### src/rtl/bin2bcd_pkg.sv
// Shared types and constants for the iterative binary-to-BCD converter.
// Optional signed operands: define BIN2BCD_SIGNED_EN.
package bin2bcd_pkg;

   typedef enum logic [1:0] {
      IDLE  = 2'd0,
      SHIFT = 2'd1,
      DONE  = 2'd2
   } state_t;

   typedef logic [3:0] digit_t;

   localparam digit_t ADD3_TH  = 4'd5;
   localparam digit_t ADD3_VAL = 4'd3;

   // digits of 2^w-1 = floor(w*log10(2))+1
   function automatic int min_digits(input int w);
      return (w * 30103) / 100000 + 1;
   endfunction

endpackage

### src/rtl/bin2bcd_if.sv
// Operand/result handshake bundle for bin2bcd_iter.
// Signed operand mode is selected by BIN2BCD_SIGNED_EN in the top.
interface bin2bcd_if #(
   parameter int W = 8,
   parameter int D = 3
);

   logic           in_valid;
   logic           in_ready;
   logic [W-1:0]   in_bin;
   logic           out_valid;
   logic           out_ready;
   logic [4*D-1:0] out_bcd;
   logic           out_ovf;
   logic           out_neg;

   modport master (
      output in_valid, in_bin, out_ready,
      input  in_ready, out_valid, out_bcd, out_ovf, out_neg
   );

   modport slave (
      input  in_valid, in_bin, out_ready,
      output in_ready, out_valid, out_bcd, out_ovf, out_neg
   );

endinterface

### src/rtl/bcd_digit_adj.sv
// Double-dabble digit correction: add 3 when the digit is 5 or more.
// Used by bin2bcd_iter (BIN2BCD_SIGNED_EN has no effect here).
module bcd_digit_adj
   import bin2bcd_pkg::*;
(
   input  digit_t d,
   output digit_t q
);

   assign q = (d >= ADD3_TH) ? d + ADD3_VAL : d;

endmodule

### src/rtl/bin2bcd_iter.sv
// Iterative shift-and-add-3 binary to packed BCD converter, one bit per cycle.
// Define BIN2BCD_SIGNED_EN for two's complement operands with sign output.
module bin2bcd_iter
   import bin2bcd_pkg::*;
#(
   parameter int W = 8,
   parameter int D = 3
) (
   input logic       clk,
   input logic       rst,
   bin2bcd_if.slave  bus
);

   localparam int CW = (W > 1) ? $clog2(W) : 1;

   state_t         state;
   state_t         state_nx;
   digit_t [D-1:0] dig_q;
   digit_t [D-1:0] adj;
   digit_t [D-1:0] dig_sh;
   logic [W-1:0]   op_q;
   logic [W-1:0]   mag;
   logic [CW-1:0]  cnt_q;
   logic           ovf_q;
   logic           acc;

   assign acc = (state == IDLE) && bus.in_valid;

   genvar i;
   generate
      for (i = 0; i < D; i++) begin : g_dig
         bcd_digit_adj u_adj (
            .d (dig_q[i]),
            .q (adj[i])
         );
         // carry between digits is the MSB of the adjusted lower digit
         if (i == 0) begin : g_lsd
            assign dig_sh[i] = {adj[i][2:0], op_q[W-1]};
         end else begin : g_hsd
            assign dig_sh[i] = {adj[i][2:0], adj[i-1][3]};
         end
      end
   endgenerate

`ifdef BIN2BCD_SIGNED_EN
   logic neg_q;
   logic sgn;

   assign sgn         = bus.in_bin[W-1];
   assign mag         = sgn ? (~bus.in_bin + 1'b1) : bus.in_bin;
   assign bus.out_neg = neg_q;

   always_ff @(posedge clk) begin
      if (rst) begin
         neg_q <= 1'b0;
      end else if (acc) begin
         neg_q <= sgn;
      end
   end
`else
   assign mag         = bus.in_bin;
   assign bus.out_neg = 1'b0;
`endif

   always_ff @(posedge clk) begin
      if (rst) begin
         state <= IDLE;
      end else begin
         state <= state_nx;
      end
   end

   always_comb begin
      state_nx = state;
      unique case (state)
         IDLE:    if (bus.in_valid)  state_nx = SHIFT;
         SHIFT:   if (cnt_q == '0)   state_nx = DONE;
         DONE:    if (bus.out_ready) state_nx = IDLE;
         default: state_nx = IDLE;
      endcase
   end

   always_ff @(posedge clk) begin
      if (rst) begin
         dig_q <= '0;
         op_q  <= '0;
         cnt_q <= '0;
         ovf_q <= 1'b0;
      end else if (acc) begin
         dig_q <= '0;
         op_q  <= mag;
         cnt_q <= CW'(W - 1);
         ovf_q <= 1'b0;
      end else if (state == SHIFT) begin
         dig_q <= dig_sh;
         op_q  <= op_q << 1;
         ovf_q <= ovf_q | adj[D-1][3];
         if (cnt_q != '0) cnt_q <= cnt_q - 1'b1;
      end
   end

   assign bus.in_ready  = (state == IDLE);
   assign bus.out_valid = (state == DONE);
   assign bus.out_bcd   = dig_q;
   assign bus.out_ovf   = ovf_q;

endmodule

### src/flat_wrapper.sv
// flat-port wrapper written by rule: the top's interface ports become plain ports
module bin2bcd_iter_flat import bin2bcd_pkg::*;
#(
   parameter int W = 8,
   parameter int D = 3
)
  (clk, rst, bus_in_valid, bus_in_bin, bus_out_ready, bus_in_ready, bus_out_valid, bus_out_bcd, bus_out_ovf, bus_out_neg);
  bin2bcd_if #(.W(W), .D(D)) bus_i ();
  input logic clk;
  input logic rst;
  input wire logic [$bits(bus_i.in_valid)-1:0] bus_in_valid;
  input wire logic [$bits(bus_i.in_bin)-1:0] bus_in_bin;
  input wire logic [$bits(bus_i.out_ready)-1:0] bus_out_ready;
  output wire logic [$bits(bus_i.in_ready)-1:0] bus_in_ready;
  output wire logic [$bits(bus_i.out_valid)-1:0] bus_out_valid;
  output wire logic [$bits(bus_i.out_bcd)-1:0] bus_out_bcd;
  output wire logic [$bits(bus_i.out_ovf)-1:0] bus_out_ovf;
  output wire logic [$bits(bus_i.out_neg)-1:0] bus_out_neg;
  assign bus_i.in_valid = bus_in_valid;
  assign bus_i.in_bin = bus_in_bin;
  assign bus_i.out_ready = bus_out_ready;
  assign bus_in_ready = bus_i.in_ready;
  assign bus_out_valid = bus_i.out_valid;
  assign bus_out_bcd = bus_i.out_bcd;
  assign bus_out_ovf = bus_i.out_ovf;
  assign bus_out_neg = bus_i.out_neg;
  bin2bcd_iter #(.W(W), .D(D)) u_core (.clk(clk), .rst(rst), .bus(bus_i));
endmodule
### config.mk
export PLATFORM = sky130hd
export DESIGN_NAME = bin2bcd_iter_flat
export DESIGN_NICKNAME = d
export VERILOG_FILES = /design/src/rtl/bin2bcd_pkg.sv /design/src/rtl/bin2bcd_if.sv /design/src/rtl/bcd_digit_adj.sv /design/src/rtl/bin2bcd_iter.sv /design/src/flat_wrapper.sv
export SDC_FILE = /design/constraint.sdc
export NUM_CORES = 1
export LEC_CHECK = 0
export CORE_MARGIN = 2
export CORE_UTILIZATION = 38
export CTS_CLUSTER_DIAMETER = 100
export DETAILED_ROUTE_END_ITERATION = 12
export SETUP_SLACK_MARGIN = 0.3
export SYNTH_ARGS = -nofsm -noshare
export SYNTH_HDL_FRONTEND = slang
export SYNTH_HIERARCHICAL = 1
export SYNTH_SLANG_ARGS = --single-unit
### constraint.sdc
create_clock -name clk -period 4.1 [get_ports clk]
set_clock_uncertainty 0.15 [all_clocks]
set_input_delay 1.025 -clock clk [delete_from_list [all_inputs] [get_ports clk]]
set_output_delay 1.025 -clock clk [all_outputs]
set_load 0.005 [all_outputs]
Word level (Yosys, flattened, before mapping)
Index checks and enable logic that the tools add are counted.

Register bits after elaboration: 26. Bits of input ports: 12. Output and inout bits: 16. Logic and storage cells: 41.

Add/subtract/negate cells: 4. Magnitude comparators: 3. Equality and inequality tests: 5. Mux-type cells: 12. Bitwise operators: 1. Reduce and logical (&&, ||, !) cells: 9.

Operators by type and width (count): 2-to-1 mux 8 bit (2); adder 4 x 2 -> 4 bit (second input constant) (3); >= comparator 4 x 3 -> 1 bit (second input constant) (3); 2-to-1 mux 4 bit (3); 2-to-1 mux 3 bit (3); 2-to-1 mux 2 bit (3); case mux 2 bit (3 select lines) (1); inequality test 2 bit (second input constant) (2); nonzero test 2 bit (2); zero test 3 bit (1); AND reduction 3 bit (1); nonzero test 3 bit (1); subtractor 3 x 1 -> 3 bit (second input constant) (1); == test 2 x 1 -> 1 bit (second input constant) (1); == test 2 bit (second input constant) (1); zero test 2 bit (1); inequality test 2 x 1 -> 1 bit (second input constant) (1); AND reduction 2 bit (1); OR reduction 2 bit (1); logical AND 1 bit (1); OR 1 bit (1).

Depth between registers and ports, before layout
Gate-level depths: netlist of the first run.

Depth after elaboration: 4. Depth in mapped cells: 7. Gate-level depth less buffers: 7.

Cells and area by module
Netlist of the first run, hierarchy kept.

Modules (own cells, without submodules): bin2bcd_iter (times used 1, cells each 126, area each 1046.0 um^2, sequential area each 520.5 um^2); bcd_digit_adj (times used 3, cells each 16, area each 101.3 um^2, sequential area each 0.0 um^2).

Least setup slack after synthesis of the first run
No wires, ideal clock.

Path kind: in2reg. Start: input port bus_in_valid. End: register u_core.ovf_q, in the netlist u_core/bus.out_ovf. Setup time: 117 ps. Arrival: 1807 ps. Data required time: 3833 ps. Path slack: 2026 ps. Stages on the path: 4. Path buffers: 1. Cell sequence: or3b_1 -> nand2b_1 -> buf_2 -> nor2_1.

Word-level cells in the longest chain between the ends: 2.

Ends and longest elaborated chain: from (decl) (RTL line flat_wrapper.sv:11) `input wire logic [$bits(bus_i.in_valid)-1:0] bus_in_valid;`; logical AND 1 bit (RTL line bin2bcd_iter.sv:27) `assign acc = (state == IDLE) && bus.in_valid;`; OR reduction 2 bit (no source line); to (signal assigned) (RTL line bin2bcd_iter.sv:97) `ovf_q <= ovf_q | adj[D-1][3];`; to (decl) (RTL line bin2bcd_iter.sv:24) `logic ovf_q;`.

Every way passes these cells. A chain may end at the register's enable or synchronous reset.

Worst setup path in the final report of the first run
Start: register u_core.state[0]. End: output port bus_out_valid.

Word-level cells in the longest chain between the ends: 1.

Ends and longest elaborated chain: from (decl) (RTL line bin2bcd_iter.sv:16) `state_t state;`; from (signal assigned) (RTL line bin2bcd_iter.sv:69) `state <= state_nx;`; == test 2 bit (RTL line bin2bcd_iter.sv:103) `assign bus.out_valid = (state == DONE);`; to (decl) (RTL line flat_wrapper.sv:15) `output wire logic [$bits(bus_i.out_valid)-1:0] bus_out_valid;`.

Every way passes these cells.

==> metrics.txt, run 1 <==
hold depth=2; sequential element share of the synthesized area=38.6%; DR pass1 iterations=4; Die W=63.6 um; period utilization=63.4%; Area contributors post-synth=dfxtp_1 (39%), nand2_1 (10%), ha_1 (7.4%); Synth Area per Inst=7.76 sq um; drt wl/cell=10.9 um; Crit Path Class=reg -> out; Net Sw Power=0.000137 W; number of max-cap violations=0; clock buffer depth=2; Multi-input gate area=753 sq um; slew margin rel.=34.5%; count of different cell masters after synthesis=30; Clock Power Share=25.2%; maximum fanout along the worst path=8; final setup vio count=0; min Tclk post-route=2.60 ns; # rows=21; fin. max-slew vios=0; hpwl dp=2.03 mm; share of layout cells above drive strength 1=4.55%; Hold Crit Class=reg -> reg; most numerous cell in the Yosys netlist=nand2_1; H-Tree Level Count=1; Seq. cell area=520 sq um; DRT iter0 DRCs=39; startpoint types=flop; post-synthesis cell count=174; Mapped Nets=194; area leader, netlist=dfxtp_1; asr flop ratio synth=0%; Flop pwr share=55.9%; Port-buffer cells=26; global-route wire length before repair=4.60 mm; CP arrival=1.43 ns; internal cell power=0.000366 W; final hold violation count=0; CTS Sinks=26; Vert. Die Dim=63.6 um; vias in the first global route=1136; total core area=0.00336 sq mm; Clock transition at path regs=0.13 ns; Highest Clock Rate=384 MHz; Layout area overhead=23.9%; unrepaired setup endpoints after global routing=false; # IOs=28; FILL cells=366; drt total wl=2.66 mm; Hold Slack=0.318 ns; Synth Cell Area=0.00135 sq mm; overall routing resource usage=14.0%; hold buffer count at CTS=0; initial core utilization=40.1%; Detail Route Antenna Nets=0; Sw Share=27.3%; Ys Warns=6; Yosys top cell area share=38.6%; top cells by count, synth=nand2_1 (36), dfxtp_1 (26), nor2_1 (15); post-route DRC violation count=0; Resized cells post-CTS=0; Slew @ Worst Pin=0.981 ns; Synth Register Bits=26; PD cells=301 mW/mm^2; clk_lat worst skew=0.31 ns; Main synth FF type=dfxtp_1; Post-synth EDFFs=0; RePlAce Congestion=0.687; status=finished, final reports clean; routed vias=1215; Static Leak=0.622 nW; Comb power frac=18.9%; total CTS buffers=3; DIE AREA=0.00405 sq mm; largest net degree at the start of global routing=21; CTS Root Cell=clkbuf_4; initial antenna violation count=0; ant diodes=0; worst r2r path cells=3; # nets final=219; drt via density=4.98; TritonCTS clock tree=built; crit path capture type=output port; setup TNS=0 ns; grt ovf=0; Peak supply drop=0.000143 V; Worst Path Required=2.92 ns; post-CTS setup buffers=0; Power Total=0.000503 W
## cell type report
cell class              count  area share, %
clock buffers               4           2.17
inverters                  12           2.69
multi-input cells         130           45.0
flip-flops and latches     26           31.1
well taps                  46           3.44
repair buffers             26           15.6
## worst paths after layout
path / startpoint / to / slack (ns)
worst max-delay path: u_core/state[0] / bus_out_valid / 1.50
worst min-delay path: u_core/op_q[7] / u_core/bus.out_bcd[0] / 0.32
worst max register to register: u_core/state[0] / u_core/cnt_q[1] / 2.30
worst min register to register: u_core/op_q[7] / u_core/bus.out_bcd[0] / 0.32
## power by group through the flow
stage	Clock (W)	Combinational, W	Sequential, W
floorplan	0	0.0000680	0.000284
global placement	0	0.0000929	0.000286
finish	0.000127	0.0000951	0.000281
CTS	0.000135	0.0000965	0.000281
detailed placement	0	0.0000960	0.000287
global route	0.000145	0.000109	0.000284
## cells in the final DEF (no fill, tap or decap)
| cell | instances |
|---|---|
| nand2_1 | 36 |
| clkdlybuf4s50_1 | 26 |
| dfxtp_1 | 26 |
| nor2_1 | 15 |
| a21oi_1 | 14 |
| inv_1 | 12 |
| nand2b_1 | 9 |
| ha_1 | 8 |
| o22ai_1 | 7 |
| a211oi_1 | 7 |
| o21ai_0 | 5 |
| clkbuf_4 | 3 |
| a21oi_2 | 3 |
| mux2i_1 | 3 |
| xnor2_1 | 3 |
| o21ai_1 | 3 |
| nor2b_1 | 2 |
| or4_1 | 2 |
| a31oi_1 | 2 |
| nand3_1 | 2 |
| clkbuf_8 | 1 |
| and2b_1 | 1 |
| or3b_1 | 1 |
| o21ba_2 | 1 |
| or2_2 | 1 |
| o311ai_1 | 1 |
| or3_1 | 1 |
| o21a_1 | 1 |
| a22oi_1 | 1 |
| conb_1 | 1 |
## flip-flops by register name (all words and copies together), names as in the netlist
name,cells
u_core/op_q,8
u_core/bus.out_bcd,12
u_core/state,2
u_core/cnt_q,3
u_core/bus.out_ovf,1
## cells by family (layout without fill, tap and decap cells)
group,after synthesis,after routing,synth area share (%)
muxes,3,3,2.22
AOI/OAI and AO/OA,45,45,20.7
other,1,1,0.278
and+or+nand+nor,70,70,23.3
adders and majority gates,8,8,7.41
xor gates and xnor gates,3,3,1.95
DFF,26,26,38.6
buffers and inverters,18,42,5.65
## through the flow
stage | worst slack [ns] | instance area [sq um] | util [%] | cells
after floorplan | 2.03 | 1350 | - | 174
after global placement | 1.36 | 1640 | 48.7 | 240
after detailed placement | 1.31 | 1640 | 48.7 | 240
after CTS | 1.47 | 1670 | 49.7 | 244
after global routing | 1.43 | 1670 | 49.7 | 244
final | 1.50 | 1670 | 49.7 | 244
## metal layers
metal | up-vias | GRT usage, % | wire length (um)
li1 | 633 | - | -
met1 | 560 | 15.2 | 1160
met2 | 20 | 27.0 | 1390
met3 | 2 | 1.61 | 95
met4 | 0 | 5.71 | 15
met5 | - | 0 | 0
## critical path, cell delays in order, from the launching register on
cell and delay [ns]:
dfxtp_1 0.38, and2b_1 0.23, clkdlybuf4s50_1 0.50
No activity file was read; power rests on OpenSTA's default activity.
==> inputs of run 2 (changes only) <==
clock period = 2.42 ns   (was 4.1 ns; I/O delays follow)
==> run 2 against run 1 <==
  * Sequential share of layout area down 0.44 points
  * Final area up 3.1%
  * Critical path depth down 1
  * Clock power up 66%
  * Critical endpoint is now bus_out_bcd[6]
  * Combinational power up 85%
  * Highest routed layer unchanged
  * Critical path type unchanged
  * Utilization up 1.6 points
==> metrics.txt, run 2 (synthesized netlist as in run 1, its figures left out) <==
Peak supply drop=0.000310 V (+120%); routed vias=1214 (-0.082%); maximum fanout along the worst path=6 (-2); Detail Route Antenna Nets=0 (unchanged); Multi-input gate area=753 sq um (unchanged); Worst Path Required=1.66 ns (-1.26 ns); initial core utilization=40.1% (unchanged); CP arrival=1.30 ns (-0.13 ns); post-route DRC violation count=0 (unchanged); setup TNS=0 ns (unchanged); DR pass1 iterations=5 (+1); internal cell power=0.000631 W (+72%); Layout area overhead=27.8%; total CTS buffers=3 (unchanged); drt total wl=2.69 mm (+1.2%); PD cells=500 mW/mm^2 (+66%); DIE AREA=0.00405 sq mm (unchanged); pre-CTS setup slack=0.229 ns (-1.08 ns); crit path capture type=output port; most frequent cells in the layout=nand2_1 (36), clkdlybuf4s50_1 (24), dfxtp_1 (21); period utilization=84.7%; TritonCTS clock tree=built; Slew @ Worst Pin=0.667 ns (-0.313 ns); CTS Sinks=26 (unchanged); worst-path cell chain=clkdlybuf4s50_1; drt wl/cell=10.9 um (-0.39%); Worst Slack Setup Final=0.369 ns (-1.13 ns); status=finished, final reports clean; Clock transition at path regs=0.13 ns (about the same); Seq. cell area=529 sq um (+1.7%); max reg flops=12 (unchanged); commonest non-fill, non-tap cell in the layout=nand2_1; clk_lat worst skew=0.31 ns (about the same); Vert. Die Dim=63.6 um (unchanged); hpwl dp=2.06 mm (+1.7%); buffers and inverters on the worst path=1 (unchanged); overall routing resource usage=14.1% (+0.16 points); CP max stage cell=clkdlybuf4s50_1; Net Sw Power=0.000231 W (+69%); startpoint types=flop; Highest Clock Rate=488 MHz; Crit Path Class=reg -> out; ant diodes=0 (unchanged); final hold violation count=0 (unchanged); unrepaired setup endpoints after global routing=false; CTS Root Cell=clkbuf_4; initial antenna violation count=0 (unchanged); Crit path largest cell delay=0.54 ns (+0.04 ns); min Tclk post-route=2.05 ns; global-route wire length before repair=4.71 mm (+2.2%); Static Leak=0.659 nW (+5.9%); # nets final=223 (+1.8%); Comb power frac=20.4% (+1.5 points); number of max-cap violations=0 (unchanged); H-Tree Level Count=1 (unchanged); Flop pwr share=55.1% (-0.8 points); CP top delay family=buffers and inverters; grt ovf=0 (unchanged); Clock Power Share=24.5% (-0.7 points); vias in the first global route=1193 (+5.0%); reg2reg setup slack=0.65 ns (-1.65 ns); clock buffer depth=2 (unchanged); largest net degree at the start of global routing=21 (unchanged); Port-buffer cells=26 (unchanged); share of layout cells above drive strength 1=8.91% (+4.4 points); Hold Crit Class=reg -> reg; fin. max-slew vios=0 (unchanged); RePlAce Congestion=0.746 (+8.6%); Die W=63.6 um (unchanged); # IOs=28 (unchanged); DRT iter0 DRCs=30 (-23%); # rows=21 (unchanged); Sw Share=26.8% (-0.42 points); final setup vio count=0 (unchanged); total core area=0.00336 sq mm (unchanged); drt via density=4.90 (-1.7%); slew margin rel.=55.5% (+21 points); FILL cells=365 (-0.27%)
## run 2: cell types whose count changed in the layout (fill, tap and decap cells not counted), sizes merged
cell,previous run,this run
dlymetal6s2s,0,1
clkdlybuf4s50,26,24
dlygate4sd2,0,1
buf,0,4
## run 2: layer usage
metal | wire, um | up-vias | global-route usage [%]
li1 | - | 642 | -
met1 | 1210 | 552 | 15.9
met2 | 1370 | 18 | 27.1
met3 | 93 | 2 | 1.61
met4 | 15 | 0 | 4.89
met5 | 0 | - | 0
## run 2: final cells by class
| type | instances | share of cell area [%] |
|---|---|---|
| clock buffer | 4 | 2.10 |
| inverter | 12 | 2.61 |
| multi-input combinational | 130 | 43.7 |
| sequential | 26 | 30.7 |
| tap | 46 | 3.34 |
| timing repair buffer | 30 | 17.6 |
## run 2: power groups by stage
stage               Clock [W]  Combinational (W)  Sequential, W
floorplan                   0           0.000115       0.000481
global placement            0           0.000169       0.000485
detailed placement          0           0.000174       0.000486
CTS                  0.000226           0.000178       0.000476
global route         0.000237           0.000200       0.000479
finish               0.000211           0.000176       0.000475
## run 2: metrics by stage
| stage | total power [W] | hold slack (ns) | util, % | instance area [sq um] | instances |
|---|---|---|---|---|---|
| floorplan | 0.000596 | 0.282 | - | 1350 | 174 |
| global placement | 0.000654 | 0.291 | 49.7 | 1670 | 243 |
| detailed placement | 0.000660 | 0.303 | 49.7 | 1670 | 243 |
| CTS | 0.000880 | 0.323 | 51.1 | 1720 | 248 |
| global route | 0.000916 | 0.351 | 51.3 | 1730 | 248 |
| finish | 0.000863 | 0.313 | 51.3 | 1730 | 248 |
## run 2: final timing paths
kind,from,endpoint,depth (start not counted)
worst max register to register,u_core/state[0],u_core/cnt_q[1],4
worst max-delay path,u_core/bus.out_bcd[6],bus_out_bcd[6],1
worst min register to register,u_core/op_q[7],u_core/bus.out_bcd[0],2
worst min-delay path,u_core/op_q[7],u_core/bus.out_bcd[0],2
## run 2: repair_timing
| item | 4_1_cts | 5_1_grt |
|---|---|---|
| hold buffers | 0 | 0 |
| endpoints found under the setup margin | 2 | 4 |
| setup buffers | 1 | 0 |
| resized for setup | 4 | 4 |
| pin swaps | 0 | 0 |
